<file path="src/rtl/profiler_pkg.sv">
// profiler_pkg: types and widths shared by the event counter bank and the
// cache profilers that sit beside the core.
//   cnt_mode_t  : per-channel counting mode (LEVEL / EDGE)
//   PROF_*      : shared width defaults
//   prof_aw()   : address width for a bank of n channels (never below 1)
package profiler_pkg;

  typedef enum logic {CNT_LEVEL = 1'b0, CNT_EDGE = 1'b1} cnt_mode_t;

  localparam int PROF_CNT_W  = 32;
  localparam int PROF_MAX_CH = 32;

  function automatic int prof_aw(input int n);
    return (n > 1) ? $clog2(n) : 1;
  endfunction

endpackage

</file>
<file path="src/rtl/event_counter_bank_if.sv">
// event_counter_bank_if: snapshot handshake and shadow-bank read port.
//   snap_req  : capture all live counters into the shadow bank
//   snap_done : one-cycle pulse the cycle after a capture
//   rd_en/rd_addr            : read request and channel index
//   rd_valid/rd_data/rd_ovf  : registered read response, one-cycle pulse
// master = software side, slave = event_counter_bank.
interface event_counter_bank_if
  import profiler_pkg::*;
#(
  parameter int NUM_CH = 8,
  parameter int CNT_W  = PROF_CNT_W,
  parameter int AW     = prof_aw(NUM_CH)
);
  logic             snap_req;
  logic             snap_done;
  logic             rd_en;
  logic [AW-1:0]    rd_addr;
  logic             rd_valid;
  logic [CNT_W-1:0] rd_data;
  logic             rd_ovf;

  modport master (
    output snap_req, rd_en, rd_addr,
    input  snap_done, rd_valid, rd_data, rd_ovf
  );

  modport slave (
    input  snap_req, rd_en, rd_addr,
    output snap_done, rd_valid, rd_data, rd_ovf
  );
endinterface

</file>
<file path="src/rtl/event_counter_channel.sv">
// event_counter_channel: one profiler channel.
//   ev/mode/enable : raw event, counting mode, global count enable
//   clear          : synchronous clear of cnt and ovf (wins over counting)
//   snap           : copy pre-edge cnt/ovf into the shadow pair
//   cnt/ovf        : live counter and sticky overflow flag
//   shadow_cnt/ovf : snapshot copy read by software
module event_counter_channel
  import profiler_pkg::*;
#(
  parameter int CNT_W    = PROF_CNT_W,
  parameter bit SATURATE = 1'b1
) (
  input  logic             clk,
  input  logic             rst,
  input  logic             enable,
  input  logic             clear,
  input  logic             ev,
  input  cnt_mode_t        mode,
  input  logic             snap,
  output logic [CNT_W-1:0] cnt,
  output logic             ovf,
  output logic [CNT_W-1:0] shadow_cnt,
  output logic             shadow_ovf
);

  logic ev_q;
  logic inc;
  logic at_max;

  // ev_q tracks the input even while disabled, so an edge that happens
  // with enable low is consumed and never counted later.
  assign inc    = enable & ev & ((mode == CNT_LEVEL) | ~ev_q);
  assign at_max = &cnt;

  always_ff @(posedge clk or posedge rst) begin
    if (rst) begin
      ev_q       <= 1'b0;
      cnt        <= '0;
      ovf        <= 1'b0;
      shadow_cnt <= '0;
      shadow_ovf <= 1'b0;
    end else begin
      ev_q <= ev;
      if (clear) begin
        cnt <= '0;
        ovf <= 1'b0;
      end else if (inc) begin
        if (at_max) begin
          ovf <= 1'b1;
          cnt <= SATURATE ? cnt : '0;
        end else begin
          cnt <= cnt + 1'b1;
        end
      end
      // Shadow takes the pre-edge values: excludes this cycle's increment
      // and precedes a simultaneous clear.
      if (snap) begin
        shadow_cnt <= cnt;
        shadow_ovf <= ovf;
      end
    end
  end

endmodule

</file>
<file path="src/rtl/event_counter_bank.sv">
// event_counter_bank: NUM_CH-channel event profiler with atomic snapshot.
//   clk, rst        : clock, asynchronous active-high reset
//   enable, clear   : global count enable / synchronous clear
//   ev_i, mode_i    : per-channel raw events and modes (0 LEVEL, 1 EDGE)
//   ovf_o           : live sticky overflow flags
//   bus             : snapshot handshake and registered shadow read port
module event_counter_bank
  import profiler_pkg::*;
#(
  parameter int NUM_CH   = 8,
  parameter int CNT_W    = PROF_CNT_W,
  parameter bit SATURATE = 1'b1,
  parameter int AW       = prof_aw(NUM_CH)
) (
  input  logic              clk,
  input  logic              rst,
  input  logic              enable,
  input  logic              clear,
  input  logic [NUM_CH-1:0] ev_i,
  input  logic [NUM_CH-1:0] mode_i,
  output logic [NUM_CH-1:0] ovf_o,
  event_counter_bank_if.slave bus
);

  logic [CNT_W-1:0]  shadow_cnt [NUM_CH];
  logic [NUM_CH-1:0] shadow_ovf;
  // Live counts are only ever observed through the shadow bank.
  logic [CNT_W-1:0]  cnt_unused [NUM_CH];

  generate
    for (genvar gi = 0; gi < NUM_CH; gi++) begin : g_ch
      event_counter_channel #(
        .CNT_W    (CNT_W),
        .SATURATE (SATURATE)
      ) u_ch (
        .clk        (clk),
        .rst        (rst),
        .enable     (enable),
        .clear      (clear),
        .ev         (ev_i[gi]),
        .mode       (cnt_mode_t'(mode_i[gi])),
        .snap       (bus.snap_req),
        .cnt        (cnt_unused[gi]),
        .ovf        (ovf_o[gi]),
        .shadow_cnt (shadow_cnt[gi]),
        .shadow_ovf (shadow_ovf[gi])
      );
    end
  endgenerate

  logic addr_ok;
  assign addr_ok = 32'(bus.rd_addr) < 32'(NUM_CH);

  // Read samples the shadow before this edge's capture, so a read issued
  // together with snap_req returns the previous snapshot.
  always_ff @(posedge clk or posedge rst) begin
    if (rst) begin
      bus.snap_done <= 1'b0;
      bus.rd_valid  <= 1'b0;
      bus.rd_data   <= '0;
      bus.rd_ovf    <= 1'b0;
    end else begin
      bus.snap_done <= bus.snap_req;
      bus.rd_valid  <= bus.rd_en;
      if (bus.rd_en) begin
        bus.rd_data <= addr_ok ? shadow_cnt[bus.rd_addr] : '0;
        bus.rd_ovf  <= addr_ok ? shadow_ovf[bus.rd_addr] : 1'b0;
      end
    end
  end

endmodule

</file>
<file path="src/flat_wrapper.sv">
// flat-port wrapper written by rule: the top's interface ports become plain ports
module event_counter_bank_flat import profiler_pkg::*;
#(
  parameter int NUM_CH   = 8,
  parameter int CNT_W    = PROF_CNT_W,
  parameter bit SATURATE = 1'b1,
  parameter int AW       = prof_aw(NUM_CH)
)
  (clk, rst, enable, clear, ev_i, mode_i, ovf_o, bus_snap_req, bus_rd_en, bus_rd_addr, bus_snap_done, bus_rd_valid, bus_rd_data, bus_rd_ovf);
  event_counter_bank_if #(.NUM_CH(NUM_CH), .CNT_W(CNT_W), .AW(AW)) bus_i ();
  input  logic clk;
  input  logic rst;
  input  logic enable;
  input  logic clear;
  input  logic [NUM_CH-1:0] ev_i;
  input  logic [NUM_CH-1:0] mode_i;
  output logic [NUM_CH-1:0] ovf_o;
  input wire logic [$bits(bus_i.snap_req)-1:0] bus_snap_req;
  input wire logic [$bits(bus_i.rd_en)-1:0] bus_rd_en;
  input wire logic [$bits(bus_i.rd_addr)-1:0] bus_rd_addr;
  output wire logic [$bits(bus_i.snap_done)-1:0] bus_snap_done;
  output wire logic [$bits(bus_i.rd_valid)-1:0] bus_rd_valid;
  output wire logic [$bits(bus_i.rd_data)-1:0] bus_rd_data;
  output wire logic [$bits(bus_i.rd_ovf)-1:0] bus_rd_ovf;
  assign bus_i.snap_req = bus_snap_req;
  assign bus_i.rd_en = bus_rd_en;
  assign bus_i.rd_addr = bus_rd_addr;
  assign bus_snap_done = bus_i.snap_done;
  assign bus_rd_valid = bus_i.rd_valid;
  assign bus_rd_data = bus_i.rd_data;
  assign bus_rd_ovf = bus_i.rd_ovf;
  event_counter_bank #(.NUM_CH(NUM_CH), .CNT_W(CNT_W), .SATURATE(SATURATE), .AW(AW)) u_core (.clk(clk), .rst(rst), .enable(enable), .clear(clear), .ev_i(ev_i), .mode_i(mode_i), .ovf_o(ovf_o), .bus(bus_i));
endmodule
</file>
<file path="config.mk">
export PLATFORM = sky130hd
export DESIGN_NAME = event_counter_bank_flat
export DESIGN_NICKNAME = d
export VERILOG_FILES = /design/src/rtl/profiler_pkg.sv /design/src/rtl/event_counter_bank_if.sv /design/src/rtl/event_counter_channel.sv /design/src/rtl/event_counter_bank.sv /design/src/flat_wrapper.sv
export SDC_FILE = /design/constraint.sdc
export NUM_CORES = 1
export LEC_CHECK = 0
export ABC_CLOCK_PERIOD_IN_PS = 67800
export CAP_MARGIN = 20
export CORE_UTILIZATION = 47
export DETAILED_ROUTE_END_ITERATION = 7
export PLACE_DENSITY_LB_ADDON = 0.15
export REMOVE_ABC_BUFFERS = 1
export SETUP_SLACK_MARGIN = 0.2
export SYNTH_ARGS = -nofsm -noshare
export SYNTH_HDL_FRONTEND = slang
export SYNTH_SLANG_ARGS = --single-unit
</file>
<file path="constraint.sdc">
create_clock -name clk -period 67.8 [get_ports clk]
set_input_delay 16.95 -clock clk [delete_from_list [all_inputs] [get_ports clk]]
set_output_delay 16.95 -clock clk [all_outputs]
set_load 0.1 [all_outputs]
</file>
; Word-level counts from Yosys, hierarchy flattened
; Index checks and enable logic that the tools add are counted.
; Widths: inputs -> output; s select.
[op_classes]
add_sub_neg = 8
magnitude_cmp = 2
eq_ne = 8
muxes = 53
n_bitwise = 41
n_reduce_logical = 40
[op_table]
columns = cell, n
row1 = $mux 32, 26
row2 = $add 32x1->32 const B, 8
row3 = $reduce_and 32->1, 8
row4 = $bmux 32 s3, 1
row5 = $reduce_and 2->1, 16
row6 = $reduce_bool 2->1, 16
row7 = $mux 1, 25
row8 = $and 1x1->1, 16
row9 = $ne 2x2->1 const B, 8
row10 = $not 1->1, 16
row11 = $or 1x1->1, 8
row12 = $ge 4x4->1 const B, 1
row13 = $lt 3x4->1 const B, 1
row14 = $not 3->4, 1
row15 = $bmux 1 s3, 1
[word_totals]
register_bits = 571
input_bits = 25
output_inout_bits = 43
word_cells = 196

; Depth between registers and ports, before layout
[logic_depth]
depth_word = 5
ltp_mapped = 9

; Cells and area by module
; From an unflattened synthesis, not the netlist that was laid out.
[hier_totals]
cells_unflattened = 2692
area_unflattened_um2 = 28551.1
[modules_own_cells]
columns = module, n_inst, cells_per_inst, area_per_inst_um2
row1 = event_counter_channel, 8, 289, 3114.2
row2 = event_counter_bank, 1, 380, 3637.2

; Least setup slack after synthesis
; No wires, ideal clock.
[synth_timing]
path_kind = input to register
start = in enable
end = reg u_core.g_ch[1].u_ch.cnt[29]
t_arrival_ns = 18.600
t_required_ns = 67.675
path_slack_ns = 49.076
stages = 7
path_buffers = 2
path_cell_list = clkbuf_1 > and2_1 > a21o_1 > clkbuf_1 > o2111ai_1 > nor4_1 > mux2_2
[synth_between]
elab_chain_len = 4
[synth_lines]
columns = item, line
row1 = start: declaration, flat_wrapper.sv:13  ; input logic enable;
row2 = $and 1x1->1 (2 in a row), event_counter_channel.sv:32  ; assign inc = enable & ev & ((mode == CNT_LEVEL) | ~ev_q);
row3 = $reduce_bool 2->1 (no source line), -
row4 = $reduce_and 2->1 (no source line), -
row5 = end signal: assignment, event_counter_channel.sv:50  ; cnt <= SATURATE ? cnt : '0;
row6 = end signal: assignment, event_counter_channel.sv:52  ; cnt <= cnt + 1'b1;
row7 = end: declaration, event_counter_channel.sv:20  ; output logic [CNT_W-1:0] cnt,
; Every way passes these cells.
; A chain may end at the register's enable or synchronous reset.

; Worst setup path in the final report
[layout_timing]
start = in clear
end = reg u_core.g_ch[2].u_ch.cnt[15]
[layout_between]
elab_chain_len = 2
[layout_lines]
columns = item, line
row1 = start: declaration, flat_wrapper.sv:14  ; input logic clear;
row2 = $ne 2x2->1 (no source line) / $reduce_bool 2->1 (equally long branches), -
row3 = $reduce_and 2->1 (no source line), -
row4 = end signal: assignment, event_counter_channel.sv:50
row5 = end signal: assignment, event_counter_channel.sv:52
row6 = end: declaration, event_counter_channel.sv:20
; Several ways; a longest one is shown, not always the timed one.

==> results.md <==
- 21.6 µm — average detailed-routed wire length per instance
- 19,740 ps — min Tclk post-route
- 2 — Max H-tree Level
- sky130_fd_sc_hd__buf_4 — most common cell type on the critical path
- 0 — Max Cap Violations
- 0 — count of hold-fix buffers inserted at cts
- 0 — Post-CTS Setup Bufs
- buf_8, buf_4, buf_4, buf_4, nand2b_1, a21oi_1, a31o_2 — chain of cells forming the critical path
- 3 — maximum buffer depth of the clock tree
- 0 — number of antenna-violating nets in the routed design
- 620 ps — latest clock arrival within the worst-skew pair
- 810 ps — max incr delay on CP
- sky130_fd_sc_hd__dfrtp_1 — top flip-flop cell by instance count after synthesis
- 29,200 µm² — Placement Cell Area
- 557 µW — Internal Dissipation
- 51.1% — share of the synthesized area in the top cell type
- 7 — number of iterations in the first detailed-routing pass
- 1080 ps — pin slew with the least headroom to its limit
- 16.6% — simple-gate share of the synthesized area
- 28,000 µm² — mapped cell area
- sky130_fd_sc_hd__clkbuf_16 — clock tree root driver cell
- 571 — count of clock tree sinks
- 0 — final hold vios
- sky130_fd_sc_hd__buf_4 — Worst path slowest cell
- 20,100 — total vias in the final route
- 6 — worst-case reg-to-reg path depth
- 28.0% — Worst slew margin
- 0 — Ant. Diodes
- 36.6% — Global Route met1 Usage
- 48,600 µm — HPWL Detailed
- 0 — aggregate global routing overflow
- 100% — share of flip-flops with an asynchronous set or reset after synthesis
- 60,500 µm² — area enclosed by the die boundary
- sky130_fd_sc_hd__dfrtp_1 (571), sky130_fd_sc_hd__mux2_2 (296), sky130_fd_sc_hd__a21oi_1 (191) — commonest cells in the netlist
- 67 — total of buffers placed on input and output ports
- 12,900 µm² — multi-input gate area in the final layout
- 68,310 ps — data required time of the critical path
- false — unrepaired setup endpoints after global routing
- 1.82% — xor and xnor area share after synthesis
- 60 ps — Clock Pin Slew Worst Setup and Hold Paths
- 31,300 µm² — post-route standard cell area excluding fillers
- 0 — max-slew violation count
- 6.11 — vias per cell
- sky130_fd_sc_hd__dfrtp_1 — most common cell in the synthesized netlist
- sky130_fd_sc_hd__dfrtp_1 — cell type with the highest aggregate area in the netlist
- 47.5% — Sequential Power Share
- 175 — pin count of the biggest net entering global routing
- 0.0507 GHz — Achievable Freq
- design-rule violations — failing checks
- yes — CTS tree
- 6.4% — part of the total power dissipated in combinational logic
- 2 — # DRC
- 58,900 µm² — Core Footprint
- 113,000 µm — wire length of the first global-routing pass
- 5,016 — number of fillers in the final layout
- primary input to register — category of the critical setup timing path
- 0 — count of synthesis-stage warnings from yosys
- 53.1% — Final Core Density
- 65 — number of library cell types mapped by synthesis
- 47.5% — initial core utilization
- 20.9% — share of post-route cells with drive strength above 1
- 0.358% — Post-Synth Adder-Cell Area
- 17.4 µV — worst-case vdd ir drop
- 3.56% — GR Util met3
- 3,295 — number of non-filler instances in the completed layout
- 46.1% — fraction of power consumed by the clock network
- 11.3 µm² — Post-Synthesis Mean Instance Area
- 23.9% — global-route usage over all layers
- 8.57% — area fraction in compound gates after synthesis
- 23.8% — switching fraction of total power
- u_core.g_ch[7].u_ch.cnt[8] — Worst R2R End
- sky130_fd_sc_hd__dfrtp_1 (51%), sky130_fd_sc_hd__mux2_2 (12%), sky130_fd_sc_hd__mux4_2 (5.3%) — ranking of synthesized cells by area
- 19.6 ps — worst clock skew
- 0 ps — setup tns final
- clear — Crit. Startpoint
- 246 µm — height of the chip
- 11.9% — area overhead of the layout relative to synthesis
- 2,469 — synthesized instance count
- 60 — TritonCTS buffer count
- u_core.g_ch[2].u_ch.cnt[15] — CP Capture Point
- 18.7% — share of synthesized area spent on multiplexers
- 2,505 — Net count, final
- 3,179 — Cells after DPL
- 23.4 nW/µm² — power density of the placed cells
- 89 — Placement Rows
- complete, but fails checks — outcome
- 0.869 — RD Place Congestion
- 0 — # resized after CTS
- 0 — final setup fails
- 64,820 ps — register-to-register setup slack
- u_core.g_ch[7].u_ch.cnt[0] — startpoint of the worst register-to-register path
- 2,011 — Starting DRT DRC Count
- register to register — Hold WC Path Type
- 174 µW — net switching component of the power
- 1 — antenna violations before repair
- 51.1% — fraction of the yosys area taken by sequential cells
- 246 µm — overall die width
- multiplexers — combinational family with the most area after synthesis
- register — crit path capture type
- 20,250 ps — data arrival at the endpoint of the critical path
- primary input — sort of element at the start of the critical path
- 14,300 µm² — combined flip-flop and latch cell area
- 0 — number of enable flip-flop cells after synthesis
- 571 — Yosys reg bits
- 94 — critical path fanouts, max
- 0.0131 µW — total leakage power
- 35.8% — GR Util met2
- 29.1% — Final period util
- 71,300 µm — overall routed net length
- 19,100 — via count of the first global-routing pass
- 68 — number of ports placed on the die boundary
- met1 — GR peak layer
- 502 ps — worst-case hold slack
[critical path, delay by kind of cell]
kind	cells	cell delay, ps
simple gates	1	200
buf+inv	4	2670
compound gates	2	260
[layout make-up]
| class | count | share of cell area, % |
|---|---|---|
| clock inverter | 20 | 0.648 |
| inverter | 35 | 0.444 |
| clock buffer | 92 | 5.86 |
| sequential | 571 | 45.7 |
| timing repair buffer | 94 | 3.08 |
| tap | 773 | 3.09 |
| multi-input combinational | 1710 | 41.2 |
[power groups by stage]
stage | Combinational [µW] | Clock, µW | Sequential (µW)
after floorplan | 15.8 | 0 | 364
after global placement | 46.0 | 0 | 353
after detailed placement | 46.7 | 0 | 353
after CTS | 46.8 | 345 | 347
after global routing | 50.6 | 359 | 347
final | 46.8 | 337 | 347
[sequential cells by signal, indices dropped and copies added (netlist names)]
name                         cells
u_core.bus.rd_ovf                1
u_core.g_ch.u_ch.shadow_cnt    256
u_core.bus.rd_valid              1
u_core.g_ch.u_ch.ovf             8
u_core.g_ch.u_ch.ev_q            8
u_core.bus.rd_data              32
u_core.g_ch.u_ch.cnt           256
u_core.g_ch.u_ch.shadow_ovf      8
u_core.bus.snap_done             1
[cell families (layout without fill, tap and decap cells)]
| family | count (synthesis) | in the layout |
|---|---|---|
| flip-flops | 571 | 571 |
| XOR/XNOR | 58 | 58 |
| adder cells (fa/ha/maj) | 8 | 8 |
| multiplexers | 403 | 403 |
| buffers and inverters | 188 | 241 |
| AND/OR/NAND/NOR | 845 | 845 |
| AO/OA/AOI/OAI | 396 | 396 |
[per-stage QoR]
| step | setup WS [ps] | total power, µW |
|---|---|---|
| floorplan | 34880 | 379 |
| global placement | 47030 | 399 |
| detailed placement | 46990 | 400 |
| CTS | 47640 | 739 |
| global route | 47830 | 757 |
| finish | 48060 | 731 |
[metal layers]
| metal | vias up | part of all wire (%) |
|---|---|---|
| met1 | 10300 | 47 |
| met4 | 2 | 1.8 |
| met2 | 526 | 45 |
| li1 | 9265 | - |
| met3 | 83 | 5.5 |
| met5 | - | 0.018 |
[layout by cell type, fill, tap and decap left out, drive strengths merged, types with 8 or more instances in the layout]
master / n
or3: 72
a211oi: 16
a31oi: 9
nor2b: 35
and3: 33
a21oi: 191
nor2: 171
mux2: 297
inv: 35
a2111oi: 8
o21ai: 70
clkdlybuf4s50: 61
xnor2: 51
mux4: 66
and4: 19
nand4: 94
buf: 33
nand3: 91
or4: 86
nor4: 38
ha: 8
and2: 15
dfrtp: 571
clkbuf: 92
clkinv: 15
o31ai: 76
nor3: 38
mux2i: 40
nand2: 124
[how the worst min path moves through the flow]
stage	endpoint	depth (start not counted)	slack (ps)	from
finish	u_core.g_ch[6].u_ch.shadow_cnt[31]	1	500	u_core.g_ch[6].u_ch.shadow_cnt[31]
CTS	u_core.g_ch[2].u_ch.shadow_cnt[29]	1	500	u_core.g_ch[2].u_ch.shadow_cnt[29]
floorplan	u_core.g_ch[2].u_ch.shadow_cnt[0]	1	480	u_core.g_ch[2].u_ch.shadow_cnt[0]
global route	u_core.g_ch[7].u_ch.shadow_cnt[16]	1	510	u_core.g_ch[7].u_ch.shadow_cnt[16]
global placement	u_core.g_ch[0].u_ch.shadow_cnt[20]	1	480	u_core.g_ch[0].u_ch.shadow_cnt[20]
detailed placement	u_core.g_ch[2].u_ch.shadow_cnt[29]	1	490	u_core.g_ch[2].u_ch.shadow_cnt[29]
Power figures use the tool's default switching activity.
